## src/rtl/keypad_pkg.sv

```systemverilog
// Shared types and one-hot helpers for the keypad matrix scanner.
package keypad_pkg;

  typedef enum logic [1:0] {
    SCAN       = 2'd0,
    PRESS_DB   = 2'd1,
    HELD       = 2'd2,
    RELEASE_DB = 2'd3
  } scan_state_t;

  // Widest row/column vector supported; narrower vectors are zero-extended.
  localparam int MAX_LINES = 16;

  function automatic logic is_onehot(input logic [MAX_LINES-1:0] v);
    return ($countones(v) == 1);
  endfunction

  function automatic logic [3:0] onehot_index(input logic [MAX_LINES-1:0] v);
    logic [3:0] idx;
    idx = '0;
    for (int i = 0; i < MAX_LINES; i++)
      if (v[i]) idx = 4'(i);
    return idx;
  endfunction

endpackage

```

## src/rtl/sync_2ff.sv

```systemverilog
// Two-flop synchronizer for a bus of independent asynchronous levels.
module sync_2ff #(
  parameter int WIDTH = 1
) (
  input  logic             clk,
  input  logic             reset,
  input  logic [WIDTH-1:0] d,
  output logic [WIDTH-1:0] q
);

  logic [WIDTH-1:0] meta;

  always_ff @(posedge clk) begin
    if (reset) begin
      meta <= '0;
      q    <= '0;
    end else begin
      meta <= d;
      q    <= meta;
    end
  end

endmodule

```

## src/rtl/keypad_matrix_scanner.sv

```systemverilog
// Row-scanning keypad reader: debounced single-key detection, one key per
// press (no auto-repeat), with a one-deep output register and overrun flag.
module keypad_matrix_scanner
  import keypad_pkg::*;
#(
  parameter int ROWS     = 4,
  parameter int COLS     = 4,
  parameter int SCAN_DIV = 48000,
  parameter int DEBOUNCE = 480000
) (
  input  logic                     clk,
  input  logic                     reset,
  input  logic [COLS-1:0]          col,
  output logic [ROWS-1:0]          row_drive,
  output logic [$clog2(ROWS)-1:0]  key_row,
  output logic [$clog2(COLS)-1:0]  key_col,
  output logic                     key_valid,
  input  logic                     key_ready,
  output logic                     overrun,
  output logic                     busy
);

  localparam int RW = $clog2(ROWS);
  localparam int CW = $clog2(COLS);
  localparam int DW = $clog2(SCAN_DIV);
  localparam int BW = $clog2(DEBOUNCE + 1);
  localparam logic [DW-1:0] DWELL_LAST = DW'(SCAN_DIV - 1);
  localparam logic [BW-1:0] DB_LAST    = BW'(DEBOUNCE - 1);

  scan_state_t     state;
  logic [COLS-1:0] col_s;
  logic [COLS-1:0] pattern;
  logic [DW-1:0]   dwell;
  logic [BW-1:0]   db_cnt;
  logic            press_ok;
  logic            confirm;
  logic [ROWS-1:0] row_next;
  logic [RW-1:0]   row_idx;
  logic [CW-1:0]   col_idx;

  sync_2ff #(.WIDTH(COLS)) u_sync (
    .clk   (clk),
    .reset (reset),
    .d     (col),
    .q     (col_s)
  );

  // row_drive itself is the row register; its index is only needed for key_row.
  assign press_ok = is_onehot(MAX_LINES'(col_s));
  assign row_next = {row_drive[ROWS-2:0], row_drive[ROWS-1]};
  assign row_idx  = RW'(onehot_index(MAX_LINES'(row_drive)));
  assign col_idx  = CW'(onehot_index(MAX_LINES'(pattern)));
  assign confirm  = (state == PRESS_DB) && (col_s == pattern) && (db_cnt == DB_LAST);

  always_ff @(posedge clk) begin
    if (reset) begin
      state     <= SCAN;
      row_drive <= ROWS'(1);
      dwell     <= '0;
      db_cnt    <= '0;
      pattern   <= '0;
      key_valid <= 1'b0;
      key_row   <= '0;
      key_col   <= '0;
      overrun   <= 1'b0;
      busy      <= 1'b0;
    end else begin
      overrun <= 1'b0;
      // A key accepted this cycle frees the register for a same-cycle confirm.
      if (confirm) begin
        if (!key_valid || key_ready) begin
          key_valid <= 1'b1;
          key_row   <= row_idx;
          key_col   <= col_idx;
        end else begin
          overrun <= 1'b1;
        end
      end else if (key_valid && key_ready) begin
        key_valid <= 1'b0;
      end

      case (state)
        SCAN: begin
          if (dwell == DWELL_LAST) begin
            dwell <= '0;
            if (press_ok) begin
              state   <= PRESS_DB;
              busy    <= 1'b1;
              pattern <= col_s;
              db_cnt  <= '0;
            end else begin
              row_drive <= row_next;
            end
          end else begin
            dwell <= dwell + DW'(1);
          end
        end
        PRESS_DB: begin
          if (col_s == pattern) begin
            db_cnt <= db_cnt + BW'(1);
            if (db_cnt == DB_LAST) state <= HELD;
          end else begin
            state     <= SCAN;
            busy      <= 1'b0;
            row_drive <= row_next;
            dwell     <= '0;
          end
        end
        HELD: begin
          if (col_s == '0) begin
            state  <= RELEASE_DB;
            db_cnt <= '0;
          end
        end
        RELEASE_DB: begin
          if (col_s == '0) begin
            if (db_cnt == DB_LAST) begin
              state     <= SCAN;
              busy      <= 1'b0;
              row_drive <= row_next;
              dwell     <= '0;
            end else begin
              db_cnt <= db_cnt + BW'(1);
            end
          end else begin
            state <= HELD;
          end
        end
        default: begin
          state <= SCAN;
          busy  <= 1'b0;
        end
      endcase
    end
  end

endmodule

```

## config.mk

```make
export PLATFORM = sky130hd
export DESIGN_NAME = keypad_matrix_scanner
export DESIGN_NICKNAME = d
export VERILOG_FILES = /design/src/rtl/keypad_pkg.sv /design/src/rtl/sync_2ff.sv /design/src/rtl/keypad_matrix_scanner.sv
export SDC_FILE = /design/constraint.sdc
export NUM_CORES = 1
export LEC_CHECK = 0
export CAP_MARGIN = 20
export CORE_MARGIN = 2
export CORE_UTILIZATION = 50
export DETAILED_ROUTE_END_ITERATION = 12
export PLACE_DENSITY_LB_ADDON = 0.15
export SYNTH_ARGS = -nofsm -noshare
export SYNTH_HDL_FRONTEND = slang
export SYNTH_SLANG_ARGS = --single-unit
export TNS_END_PERCENT = 30
```

## constraint.sdc

```tcl
create_clock -name clk -period 4.5 [get_ports clk]
set_clock_uncertainty 0.1 [all_clocks]
set_input_delay 0.675 -clock clk [delete_from_list [all_inputs] [get_ports clk]]
set_output_delay 0.675 -clock clk [all_outputs]
set_load 0.01 [all_outputs]
```

==> results.py <==
metrics = {
    "timing": {
        "setup_ws_ns": 1.11,
        "worstMarginPinSlew_ns": 0.842,
        "min_period_over_period": 0.753,
        "finalSetupViolations": 0,
        "slew_headroom": 0.434,
        "clock.fmax_mhz": 295,
        "whs_ns": 0.337,
        "finalSetupTns_ns": 0,
        "period_needed_ns": 3.39,
        "finalMaxSlewViolations": 0,
        "rsz0062_at_grt": "false",
        "hold_viol_final": 0,
    },
    "setup_path": {
        "setup.worst_path.start": "u_sync.q[0]$_SDFF_PP0_",
        "crit_end": "db_cnt[1]$_SDFFE_PP0P_",
        "cp.required_ns": 4.63,
        "cp_max_fo": 7,
        "critPathKind": "flop to flop",
        "reg2regPathDepth": 10,
        "worst_setup_path_end_kind": "flop",
        "rr_startpoint": "u_sync.q[0]$_SDFF_PP0_",
        "critPathLaunchType": "flop",
        "cp.arrival_ns": 3.52,
        "r2r_setup_slack_ns": 1.11,
        "r2r-end": "db_cnt[1]$_SDFFE_PP0P_",
    },
    "layout": {
        "fin_area_sq_um": 3450,
        "layout.cells.non_filler": 457,
        "seqCellArea_sq_um": 1200,
        "layout.nets": 390,
        "drive_above_1_share": 0.0733,
        "antenna_cells": 0,
        "fillers": 547,
        "multi_input_area_sq_um": 1700,
        "area_growth_pct": 14.5,
        "utilization": 0.587,
    },
    "worst_hold_path": {
        "holdCritPathClass": "flop to flop",
    },
    "global_routing": {
        "grt_antenna_before_repair": 0,
        "grt_max_degree": 30,
        "overflow": 0,
        "grt_pass1_wl_um": 11400,
        "grt_usage": 0.220,
        "grt_pass1_vias": 2436,
    },
    "logic_synthesis": {
        "ys_ff_latch": 60,
        "ys_async_sr_fraction": 0,
        "yosys-top-cells-count": "dfxtp_1 (60), nor2_1 (40), nand2_1 (34), a21oi_1 (26), nand3_1 (22)",
        "ys_warn_count": 0,
        "synthCells": 359,
        "netlist_top_cells_area": "dfxtp_1 (40%), nor2_1 (5.0%), a21oi_1 (4.3%), nand2_1 (4.2%), nand3_1 (3.7%)",
        "ys_seq_area_frac": 0.398,
        "synthFlopType": "dfxtp_1",
        "synth_area_leader_cell": "dfxtp_1",
        "synth_top_area_share": 0.398,
        "synth_area_sq_um": 3020,
        "yosys.cell_count.top_type": "dfxtp_1",
        "synth.distinct_cells": 57,
        "synth_edf_count": 0,
        "postSynthAreaPerCell_sq_um": 8.40,
        "synth_nets": 372,
    },
    "placement": {
        "dp_cells": 441,
        "gp_congestion": 0.861,
        "dp_slack_ns": 1.19,
        "io_buffers": 17,
        "hpwl_um": 4710,
        "postPlaceCellArea_sq_um": 3220,
    },
    "clock_tree": {
        "cts-root-buf": "clkbuf_8",
        "ctsResizeCount": 0,
        "cts_buffers": 9,
        "htreeDepth": 3,
        "holdBufCountCts": 0,
        "cts_tree": "built",
        "cts_setup_buffers": 0,
        "cts_buffer_depth": 2,
        "cts.sinks": 60,
        "clk_latency_ns": 0.34,
        "clkSlewWorstSetupHoldPaths_ns": 0.07,
    },
    "routing": {
        "drt_iter0_drc": 164,
        "ant_nets": 0,
        "routed_via_density": 5.95,
        "vias": 2721,
        "firstDrtPassIters": 4,
        "wl_um": 6870,
        "wire_per_inst_um": 15.0,
        "drc": 0,
    },
    "die": {
        "pin_count": 18,
        "die_w_um": 81.7,
        "initial_utilization": 0.512,
        "dieArea_sq_um": 6670,
        "core-area_sq_um": 5890,
        "rows": 28,
        "die_y_um": 81.7,
    },
    "job": {
        "max-cap-violations": 0,
    },
    "pwr": {
        "p_per_area_nw_per_um2": 333,
        "power.total_mw": 1.15,
        "leakagePower_nw": 1.27,
        "peakVddDrop_uv": 234,
    },
    "outcome": {
        "status": "finished, final reports clean",
    },
}
==> how the worst min path moves through the flow <==
stage | cells after the start | to | slack [ns] | start
2_1_floorplan | 1 | u_sync.q[0]$_SDFF_PP0_ | 0.31 | u_sync.meta[0]$_SDFF_PP0_
5_1_grt | 1 | u_sync.q[3]$_SDFF_PP0_ | 0.36 | u_sync.meta[3]$_SDFF_PP0_
6_report | 1 | u_sync.q[0]$_SDFF_PP0_ | 0.34 | u_sync.meta[0]$_SDFF_PP0_
3_5_place_dp | 1 | u_sync.q[0]$_SDFF_PP0_ | 0.32 | u_sync.meta[0]$_SDFF_PP0_
4_1_cts | 1 | u_sync.q[0]$_SDFF_PP0_ | 0.34 | u_sync.meta[0]$_SDFF_PP0_
3_3_place_gp | 1 | u_sync.q[2]$_SDFF_PP0_ | 0.32 | u_sync.meta[2]$_SDFF_PP0_
==> cell usage in the layout (no fill, tap or decap), types with 8 or more instances in the layout <==
cell	count
a211oi_1	8
a21oi_1	26
a31oi_1	10
clkbuf_8	11
clkdlybuf4s50_1	17
dfxtp_1	60
inv_1	11
mux2i_1	9
nand2_1	34
nand3_1	22
nand4_1	9
nor2_1	40
nor2b_1	9
nor3_1	10
o21ai_0	19
==> state kept, by name, summed over array words and instances, names as in the netlist, 2 cells and up <==
| register | flops |
|---|---|
| state | 2 |
| db_cnt | 19 |
| u_sync.meta | 4 |
| pattern | 4 |
| dwell | 16 |
| key_col | 2 |
| u_sync.q | 4 |
| row_drive | 4 |
| key_row | 2 |
==> routing by layer <==
metal  global-route usage  wire [um]  up-vias
met3               0.0429        222        8
met2                0.361       3310       47
met5                    0          0        -
met1                0.289       3240     1302
li1                     -          -     1364
met4               0.0800         91        0
==> power by group <==
group | switching, mW | internal, mW
sequential | 0.00468 | 0.536
clock | 0.222 | 0.343
combinational | 0.0268 | 0.0173
total | 0.253 | 0.896
==> cell families after synthesis <==
logic type	count (synthesis)	share of synthesized area
AND/OR/NAND/NOR	163	0.290
AO/OA/AOI/OAI	94	0.204
flip-flops	60	0.398
buffers and inverters	23	0.0394
multiplexers	9	0.0299
adder cells (fa/ha/maj)	6	0.0274
XOR/XNOR	4	0.0116
==> area by class of cell <==
cell class / count / area share
sequential: 60 / 0.348
tap: 75 / 0.0272
clock buffer: 11 / 0.0439
inverter: 11 / 0.0120
timing repair buffer: 19 / 0.0536
clock inverter: 5 / 0.0243
multi-input combinational: 276 / 0.491
==> critical path: stages, from the launching register on <==
cell and delay, ns:
dfxtp_1 0.36, inv_1 0.09, fa_1 0.54, inv_1 0.04
ha_1 0.18, ha_1 0.28, nor3b_1 0.37, nand2b_1 0.15
o211ai_1 0.55, o31ai_1 0.36, a22o_1 0.27
Power figures use the tool's default switching activity.
